===== src/rtl/mux_sel_pipe_pkg.sv =====
// Shared definitions for the registered channel selector.
//   clog2        : constant function for index widths
//   DEF_NUM_IN   : default channel count
//   DEF_WIDTH    : default data width
//   MODE_FIXED / MODE_RR : rr_mode encodings
//   out_state_e  : output register occupancy
package mux_pkg;

  function automatic int clog2(input int n);
    int r;
    r = 0;
    for (int v = n - 1; v > 0; v = v >> 1) r++;
    return r;
  endfunction

  localparam int DEF_NUM_IN = 4;
  localparam int DEF_WIDTH  = 32;

  localparam logic MODE_FIXED = 1'b0;
  localparam logic MODE_RR    = 1'b1;

  typedef enum logic {
    EMPTY = 1'b0,
    FULL  = 1'b1
  } out_state_e;

endpackage


===== src/rtl/mux_sel_pipe_if.sv =====
// Handshake bundle between the channel sources, the selector and the
// downstream consumer.
//   in_data/in_valid/in_ready : per-channel input side
//   rr_mode/sel               : selection control
//   out_data/out_chan/out_valid/out_ready : registered output side
// slave  : the selector's view
// master : the environment's view
interface mux_sel_pipe_if #(
  parameter int NUM_IN = mux_pkg::DEF_NUM_IN,
  parameter int WIDTH  = mux_pkg::DEF_WIDTH
);
  localparam int SEL_W = mux_pkg::clog2(NUM_IN);

  logic [NUM_IN*WIDTH-1:0] in_data;
  logic [NUM_IN-1:0]       in_valid;
  logic [NUM_IN-1:0]       in_ready;
  logic                    rr_mode;
  logic [SEL_W-1:0]        sel;
  logic [WIDTH-1:0]        out_data;
  logic [SEL_W-1:0]        out_chan;
  logic                    out_valid;
  logic                    out_ready;

  modport slave (
    input  in_data, in_valid, rr_mode, sel, out_ready,
    output in_ready, out_data, out_chan, out_valid
  );

  modport master (
    output in_data, in_valid, rr_mode, sel, out_ready,
    input  in_ready, out_data, out_chan, out_valid
  );
endinterface


===== src/rtl/mux_sel_pipe_rr_arbiter.sv =====
// Combinational round-robin arbiter.
//   req     : per-channel request
//   ptr     : highest-priority channel index (always < NUM_IN)
//   gnt     : one-hot grant
//   gnt_idx : index of the granted channel
//   any_gnt : some channel is granted
module rr_arbiter import mux_pkg::*; #(
  parameter int NUM_IN = DEF_NUM_IN
) (
  input  logic [NUM_IN-1:0]        req,
  input  logic [clog2(NUM_IN)-1:0] ptr,
  output logic [NUM_IN-1:0]        gnt,
  output logic [clog2(NUM_IN)-1:0] gnt_idx,
  output logic                     any_gnt
);
  localparam int SEL_W = clog2(NUM_IN);

  always_comb begin
    int unsigned idx;
    gnt     = '0;
    gnt_idx = '0;
    any_gnt = 1'b0;
    idx     = 0;
    // Walk ptr, ptr+1, ... modulo NUM_IN; first requester wins.
    for (int unsigned i = 0; i < NUM_IN; i++) begin
      idx = (32'(ptr) + i) % NUM_IN;
      if (!any_gnt && req[idx]) begin
        any_gnt  = 1'b1;
        gnt[idx] = 1'b1;
        gnt_idx  = SEL_W'(idx);
      end
    end
  end
endmodule


===== src/rtl/mux_sel_pipe.sv =====
// Registered NUM_IN:1 channel selector with valid/ready handshake.
//   clk   : rising-edge clock
//   rst_n : asynchronous active-low reset
//   bus   : mux_sel_pipe_if.slave (channel inputs, select controls,
//           registered output with handshake)
// Fixed mode grants bus.sel when it is a valid in-range channel; round-robin
// mode grants the first requester at or after rr_ptr.
module mux_sel_pipe import mux_pkg::*; #(
  parameter int NUM_IN = DEF_NUM_IN,
  parameter int WIDTH  = DEF_WIDTH
) (
  input  logic          clk,
  input  logic          rst_n,
  mux_sel_pipe_if.slave bus
);
  localparam int SEL_W = clog2(NUM_IN);

  out_state_e        state_q, state_d;
  logic [WIDTH-1:0]  out_data_q, out_data_d;
  logic [SEL_W-1:0]  out_chan_q, out_chan_d;
  logic [SEL_W-1:0]  rr_ptr_q, rr_ptr_d;

  logic [NUM_IN-1:0] arb_gnt, fix_gnt, grant_vec;
  logic [SEL_W-1:0]  arb_idx, fix_idx, grant_idx;
  logic              arb_any, fix_any, grant_any;
  logic              out_valid, can_load, xfer;
  logic [WIDTH-1:0]  grant_data;

  rr_arbiter #(.NUM_IN(NUM_IN)) u_arb (
    .req     (bus.in_valid),
    .ptr     (rr_ptr_q),
    .gnt     (arb_gnt),
    .gnt_idx (arb_idx),
    .any_gnt (arb_any)
  );

  // Compare against every legal index instead of indexing in_valid[sel],
  // so an out-of-range sel simply matches nothing.
  always_comb begin
    fix_gnt = '0;
    fix_idx = '0;
    fix_any = 1'b0;
    for (int unsigned k = 0; k < NUM_IN; k++) begin
      if (bus.sel == SEL_W'(k) && bus.in_valid[k]) begin
        fix_gnt[k] = 1'b1;
        fix_idx    = SEL_W'(k);
        fix_any    = 1'b1;
      end
    end
  end

  always_comb begin
    if (bus.rr_mode == MODE_RR) begin
      grant_vec = arb_gnt;
      grant_idx = arb_idx;
      grant_any = arb_any;
    end else begin
      grant_vec = fix_gnt;
      grant_idx = fix_idx;
      grant_any = fix_any;
    end
  end

  always_comb begin
    grant_data = '0;
    for (int unsigned k = 0; k < NUM_IN; k++) begin
      if (grant_idx == SEL_W'(k)) grant_data = bus.in_data[k*WIDTH +: WIDTH];
    end
  end

  assign can_load     = !out_valid || bus.out_ready;
  assign xfer         = grant_any && can_load;
  assign bus.in_ready = (rst_n && can_load) ? grant_vec : '0;

  // State register
  always_ff @(posedge clk or negedge rst_n) begin
    if (!rst_n) begin
      state_q    <= EMPTY;
      out_data_q <= '0;
      out_chan_q <= '0;
      rr_ptr_q   <= '0;
    end else begin
      state_q    <= state_d;
      out_data_q <= out_data_d;
      out_chan_q <= out_chan_d;
      rr_ptr_q   <= rr_ptr_d;
    end
  end

  // Next-state logic
  always_comb begin
    state_d    = state_q;
    out_data_d = out_data_q;
    out_chan_d = out_chan_q;
    rr_ptr_d   = rr_ptr_q;
    if (xfer) begin
      state_d    = FULL;
      out_data_d = grant_data;
      out_chan_d = grant_idx;
      if (bus.rr_mode == MODE_RR) begin
        rr_ptr_d = (grant_idx == SEL_W'(NUM_IN - 1)) ? '0 : grant_idx + SEL_W'(1);
      end
    end else if (out_valid && bus.out_ready) begin
      state_d = EMPTY;
    end
  end

  // Output logic
  always_comb begin
    out_valid = (state_q == FULL);
  end

  assign bus.out_valid = out_valid;
  assign bus.out_data  = out_data_q;
  assign bus.out_chan  = out_chan_q;
endmodule


===== src/flat_wrapper.sv =====
// flat-port wrapper written by rule: the top's interface ports become plain ports
module mux_sel_pipe_flat import mux_pkg::*;
#(
  parameter int NUM_IN = DEF_NUM_IN,
  parameter int WIDTH  = DEF_WIDTH
)
  (clk, rst_n, bus_in_data, bus_in_valid, bus_rr_mode, bus_sel, bus_out_ready, bus_in_ready, bus_out_data, bus_out_chan, bus_out_valid);
  mux_sel_pipe_if #(.NUM_IN(NUM_IN), .WIDTH(WIDTH)) bus_i ();
  input  logic clk;
  input  logic rst_n;
  input wire logic [$bits(bus_i.in_data)-1:0] bus_in_data;
  input wire logic [$bits(bus_i.in_valid)-1:0] bus_in_valid;
  input wire logic [$bits(bus_i.rr_mode)-1:0] bus_rr_mode;
  input wire logic [$bits(bus_i.sel)-1:0] bus_sel;
  input wire logic [$bits(bus_i.out_ready)-1:0] bus_out_ready;
  output wire logic [$bits(bus_i.in_ready)-1:0] bus_in_ready;
  output wire logic [$bits(bus_i.out_data)-1:0] bus_out_data;
  output wire logic [$bits(bus_i.out_chan)-1:0] bus_out_chan;
  output wire logic [$bits(bus_i.out_valid)-1:0] bus_out_valid;
  assign bus_i.in_data = bus_in_data;
  assign bus_i.in_valid = bus_in_valid;
  assign bus_i.rr_mode = bus_rr_mode;
  assign bus_i.sel = bus_sel;
  assign bus_i.out_ready = bus_out_ready;
  assign bus_in_ready = bus_i.in_ready;
  assign bus_out_data = bus_i.out_data;
  assign bus_out_chan = bus_i.out_chan;
  assign bus_out_valid = bus_i.out_valid;
  mux_sel_pipe #(.NUM_IN(NUM_IN), .WIDTH(WIDTH)) u_core (.clk(clk), .rst_n(rst_n), .bus(bus_i));
endmodule

===== config.mk =====
export PLATFORM = sky130hd
export DESIGN_NAME = mux_sel_pipe_flat
export DESIGN_NICKNAME = d
export VERILOG_FILES = /design/src/rtl/mux_sel_pipe_pkg.sv /design/src/rtl/mux_sel_pipe_if.sv /design/src/rtl/mux_sel_pipe_rr_arbiter.sv /design/src/rtl/mux_sel_pipe.sv /design/src/flat_wrapper.sv
export SDC_FILE = /design/constraint.sdc
export NUM_CORES = 1
export LEC_CHECK = 0
export BUFFER_PORTS_ARGS = -buffer_cell sky130_fd_sc_hd__buf_2
export CAP_MARGIN = 0
export CORE_MARGIN = 2
export CORE_UTILIZATION = 40
export CTS_BUF_LIST = sky130_fd_sc_hd__clkbuf_16
export DETAILED_ROUTE_END_ITERATION = 6
export PLACE_DENSITY = 0.78
export SLEW_MARGIN = 40
export SYNTH_ARGS = -nofsm -noshare
export SYNTH_HDL_FRONTEND = slang
export SYNTH_SLANG_ARGS = --single-unit

===== constraint.sdc =====
create_clock -name clk -period 3.5 [get_ports clk]
set_input_delay 0.7 -clock clk [delete_from_list [all_inputs] [get_ports clk]]
set_output_delay 0.7 -clock clk [all_outputs]
set_load 0.02 [all_outputs]

* Word-level counts from Yosys, hierarchy flattened
Index checks and enable logic that the tools add are counted.
** Word-level totals
- Bits in latches :: 0
- Bits in writable memories :: 0
- Memory bits (read-only) :: 0
- Word-level logic and storage cells :: 97
- Memories kept :: 0
- Flip-flop bits (word level) :: 37
- Output and inout port bits :: 39
** Operators by class
- Add/sub/neg operators :: 4
- Shifts and indexed selects :: 0
- $mul :: 0
- Div/mod/pow operators :: 0
- Bitwise logic cells :: 3
- Muxes and demuxes :: 49
- Reductions and logical operators :: 23
- Eq/ne operators :: 6
- Magnitude comparators :: 8
** Operators by type and width (number)
- $mux W32 :: 4
- $mux W4 :: 6
- $mux W1 :: 23
- $mux W2 :: 8
- $logic_and A1 B1 Y1 :: 14
- $lt A2 B3 Y1 const B :: 4
- $or A4 B4 Y4 :: 3
- $bmux W1 S2 :: 4
- $demux W1 S2 :: 4
- $eq A2 B2 Y1 const B :: 4
- $ge A2 B1 Y1 const B :: 4
- $add A2 B1 Y2 const B :: 2
- $add A2 B2 Y2 const B :: 2
- $eq A2 B1 Y1 const B :: 2
- $logic_not A1 Y1 :: 4
- $logic_not A2 Y1 :: 2
- $reduce_and A2 Y1 :: 1
- $reduce_bool A2 Y1 :: 1
- $logic_or A1 B1 Y1 :: 1

* Logic depth before layout (Yosys ltp)
- Depth in word-level cells :: 18
- Mapped depth :: 16

* By module
Synthesis repeated with hierarchy kept, for this count alone.
** Unflattened totals
- Cell total of the unflattened synthesis :: 307
- Area, all modules :: 2992.9 um^2
** Modules (own cells, without submodules)
- mux_sel_pipe :: area each 2571.2 um^2, instances 1, sequential area each 925.9 um^2, cells each 262
- rr_arbiter :: area each 421.7 um^2, instances 1, sequential area each 0.0 um^2, cells each 45

* Worst setup path before layout
No wires, ideal clock.
- Path kind :: register to register
- From :: reg u_core.rr_ptr_q[1]
- To :: reg u_core.out_data_q[14] (netlist: u_core.bus.out_data[14])
- Path buffers :: 3
- Setup slack :: -0.306 ns
- Clock period less this slack :: 3.806 ns
- Stages on the path, launching flop included :: 17
- Data arrival time :: 3.723 ns
- Path through :: dfrtp_1 -> clkbuf_1 -> inv_1 -> ha_1 -> mux4_2 -> nor2b_1 -> o2bb2a_2 -> a221oi_2 -> or2_1 -> ha_1 -> clkbuf_1 -> nor2b_1 -> clkbuf_1 -> a221oi_1 -> nor3_1 -> a21oi_1 -> o21ai_0
** Between the ends
- Longest elaborated chain between the ends :: 18
- Elaborated cells on any way between the ends :: 36
** RTL lines
- start, declared :: RTL line mux_sel_pipe.sv:21 : logic [SEL_W-1:0] rr_ptr_q, rr_ptr_d;
- start signal, assigned :: RTL line mux_sel_pipe.sv:86 : rr_ptr_q <= rr_ptr_d;
- parallel branches: the longest is 18 deep, another holds $add A2 B1 Y2
- end signal, assigned :: RTL line mux_sel_pipe.sv:84 : out_data_q <= out_data_d;
- end, declared :: RTL line mux_sel_pipe.sv:19 : logic [WIDTH-1:0] out_data_q, out_data_d;
Parallel ways; which one is timed is not known. The select of a mux whose other input is x is not followed.
A chain may end at the register's enable or synchronous reset.

* Worst setup path in the final report
- From :: reg u_core.rr_ptr_q[0]
- To :: out bus_in_ready[3]
** Between the ends
- Longest elaborated chain between the ends :: 14
- Elaborated cells on any way between the ends :: 49
** RTL lines
- parallel branches: the longest is 11 deep, another holds $lt A2 B3 Y1
- $mux W4 (*) :: RTL line mux_sel_pipe_rr_arbiter.sv:27 : if (!any_gnt && req[idx]) begin
- $mux W4 (*) :: RTL line mux_sel_pipe.sv:53 : if (bus.rr_mode == MODE_RR) begin
- $mux W4 (*) :: RTL line mux_sel_pipe.sv:73 : assign bus.in_ready = (rst_n && can_load) ? grant_vec : '0;
- end, declared :: RTL line flat_wrapper.sv:16 : output wire logic [$bits(bus_i.in_ready)-1:0] bus_in_ready;
Every way passes the cells marked *. The select of a mux whose other input is x is not followed.

==> qor_table.md <==
| Metric | Reported | Unit |
| --- | --- | --- |
| Status | finished clean | - |
| Pwr Density | 900 | nW/um^2 |
| Fraction of synthesized cell area taken by the top area cell type | 0.318 | - |
| Ys Warns | 0 | - |
| FP Rows | 31 | - |
| First-pass GRT wire length | 15700 | um |
| Maximum fanout along the worst path | 5 | - |
| H-tree depth | 2 | - |
| Time the final worst path needs with I/O delays and setup | 3.36 | ns |
| Area of the mapped netlist | 2910 | um^2 |
| Fraction of registers with async set or reset after synthesis | 1.00 | - |
| Number of remaining DRC errors | 0 | - |
| Via total after detailed routing | 3646 | - |
| Worst slack at placement | -0.272 | ns |
| Count of flip-flops with a built-in enable after synthesis | 0 | - |
| Clock sink count | 37 | - |
| Count of state elements after synthesis | 37 | - |
| Deepest clock path buffer count | 2 | - |
| Count leader, synth | sky130_fd_sc_hd__o21ai_0 | - |
| Primary FF master, synth | sky130_fd_sc_hd__dfrtp_1 | - |
| Post-placement cell area | 4070 | um^2 |
| Clock transition at the registers of the reported paths | 0.06 | ns |
| Critical path type | reg2out | - |
| Slew at the pin closest to its max-slew limit | 0.469 | ns |
| Fraction of the cycle the final worst path needs | 0.961 | - |
| Highest achievable clock rate | 297 | MHz |
| Via count of the first global-routing pass | 3239 | - |
| Utilization after layout | 0.616 | - |
| Initial antenna violation count | 0 | - |
| Number of cells after detailed placement | 630 | - |
| CP arrival | 2.66 | ns |
| Static Leak | 2.12 | nW |
| Synth top area cells | sky130_fd_sc_hd__dfrtp_1 (32%), sky130_fd_sc_hd__o21ai_0 (12%), sky130_fd_sc_hd__a221oi_1 (11%) | - |
| Total count of hold-check failures in the final report | 0 | - |
| Ratio of routed vias to standard cells | 5.64 | - |
| Number of clock buffers inserted by TritonCTS | 5 | - |
| Global route overflow | 0 | - |
| Maximum Capacitance Violations | 0 | - |
| HPWL reported at the end of detailed placement | 7890 | um |
| Fraction of final layout cells sized beyond drive strength 1 | 0.449 | - |
| Quantity of I/O buffers inserted on ports | 176 | - |
| Min setup slack post-route | 0.136 | ns |
| Final setup violation count | 0 | - |
| Antenna diode count | 0 | - |
| Worst slew slack as a fraction of its limit | 0.688 | - |
| Pin count of the biggest net entering global routing | 40 | - |
| Final-stage net count | 696 | - |
| Final count of pins violating max slew | 0 | - |
| Die Ht | 89.3 | um |
| Clock Root Buffer | sky130_fd_sc_hd__clkbuf_16 | - |
| Setup slack of the most critical reg-to-reg path | 0.20 | ns |
| Cell types with the highest counts after synthesis | sky130_fd_sc_hd__o21ai_0 (72), sky130_fd_sc_hd__a21oi_1 (39), sky130_fd_sc_hd__dfrtp_1 (37), sky130_fd_sc_hd__a221oi_1 (36), sky130_fd_sc_hd__nor2b_1 (35) | - |
| Sequential-to-total area share from yosys stat | 0.318 | - |
| Die outline width | 89.3 | um |
| Total design power | 3.96 | mW |
| Total core area | 7140 | um^2 |
| Cell count after synthesis | 355 | - |
| Sort of element at the end of the critical path | output pin | - |
| Type of the worst min-delay path | reg2reg | - |
| Worst-case clock skew | 0.00576 | ns |
| Full die area | 7970 | um^2 |
| Distinct cells, synth | 37 | - |
| Worst EP required | 2.80 | ns |
| Violation count after the first detailed-routing iteration | 198 | - |
| Dominant cell type by area after synthesis | sky130_fd_sc_hd__dfrtp_1 | - |
| Antenna Violating Nets Remaining | 0 | - |
| Synthesized area divided by synthesized cell count | 8.20 | um^2 |
| Total wire length after detailed routing | 10900 | um |
| Hold Buf Count CTS | 0 | - |
| DR pass1 iterations | 5 | - |
| Worst supply voltage drop on vdd | 0.377 | mV |
| Area grow syn2layout | 51.1 | % |
| Non-filler cells in the finished layout | 647 | - |
| Post-synth net total | 504 | - |
| Cell area after layout | 4400 | um^2 |
| RD Place Congestion | 0.864 | - |
| Type of element launching the critical path | flop | - |
| Total routing resource utilization after global routing | 0.257 | - |
| Starting density of the core | 0.408 | - |
| Clock network latency to the later pin of the worst-skew pair | 0.28 | ns |
| I/O pin cnt | 177 | - |
| CTS tree | done | - |
| DR WL/cell | 16.9 | um |
==> timing repair <==
| action | 4_1_cts | 5_1_grt |
|---|---|---|
| setup endpoints to repair | 32 | 33 |
| resized for setup | 5 | 4 |
| buffers inserted | 1 | 6 |
| cloned | 2 | 0 |
| pin swaps | 0 | 1 |
==> flip-flops by register name, summed over array words and instances, names as in the netlist <==
register              flops
u_core.bus.out_data      32
u_core.bus.out_valid      1
u_core.bus.out_chan       2
u_core.rr_ptr_q           2
==> final cells by class <==
class | count | area [um^2]
Multi-Input combinational cell | 278 | 1890
Inverter | 7 | 26.3
Clock inverter | 3 | 37.5
Clock buffer | 5 | 125
Sequential cell | 37 | 927
Fill cell | 681 | 2740
Timing Repair Buffer | 218 | 1270
Tap cell | 99 | 124
==> kinds of logic after synthesis <==
family / Yosys count / share of synthesized area
flops: 37 / 0.318
buf+inv: 41 / 0.0598
simple gates: 95 / 0.182
fa+ha+maj: 11 / 0.0473
mux: 10 / 0.0529
compound gates: 161 / 0.340
==> cell usage in the layout (no fill, tap or decap), drive strengths merged, types with 2 or more instances in the layout <==
master  instances
nand3b          2
inv             8
mux4            4
nand3           2
and3            3
nand2           7
nor3           33
a21oi          39
or2             3
mux2            3
clkbuf          5
o21ai          75
dfrtp          37
a32oi           2
nor2            7
ha             11
mux2i           3
a221oi         37
nor2b          36
buf           217
==> metrics by stage <==
stage	hold WS, ns	TNS, ns
after detailed placement	0.471	-5.75
after floorplan	0.404	0
after CTS	0.483	-0.0120
after global routing	0.507	-0.0280
after global placement	0.465	-15.34
final	0.482	0
==> metal layers <==
metal,up-vias,part of all wire,global-route usage
li1,1737,-,-
met5,-,0,0
met4,0,0.019,0.0896
met3,15,0.070,0.0397
met1,1733,0.39,0.336
met2,161,0.53,0.434
==> where the power goes <==
part	leakage [nW]	total [mW]	switching, mW	internal [mW]
clock	0.0826	0.499	0.168	0.331
sequential	0.459	0.722	0.0971	0.625
combinational	1.57	2.74	1.50	1.24
==> path summary, 6_finish.rpt <==
check / from / end / depth (start not counted)
setup / recovery: u_core.rr_ptr_q[0] / bus_in_ready[3] / 9
hold / removal: u_core.bus.out_data[23] / u_core.bus.out_data[23] / 1
setup reg to reg: u_core.rr_ptr_q[0] / u_core.bus.out_data[23] / 15
hold reg to reg: u_core.bus.out_data[23] / u_core.bus.out_data[23] / 1
max in group asynchronous: rst_n / u_core.rr_ptr_q[0] / 2
min in group asynchronous: rst_n / u_core.bus.out_data[26] / 2
==> critical path, stage by stage (launching register included) <==
cell                      delay, ns
sky130_fd_sc_hd__dfrtp_2       0.36
sky130_fd_sc_hd__inv_1         0.08
sky130_fd_sc_hd__ha_4          0.28
sky130_fd_sc_hd__mux4_2        0.59
sky130_fd_sc_hd__nor3_4        0.25
sky130_fd_sc_hd__buf_4         0.16
sky130_fd_sc_hd__and3_1        0.23
sky130_fd_sc_hd__a21oi_1       0.09
sky130_fd_sc_hd__o21ai_0       0.13
sky130_fd_sc_hd__buf_2         0.22
(Power assumes the default switching activity.)
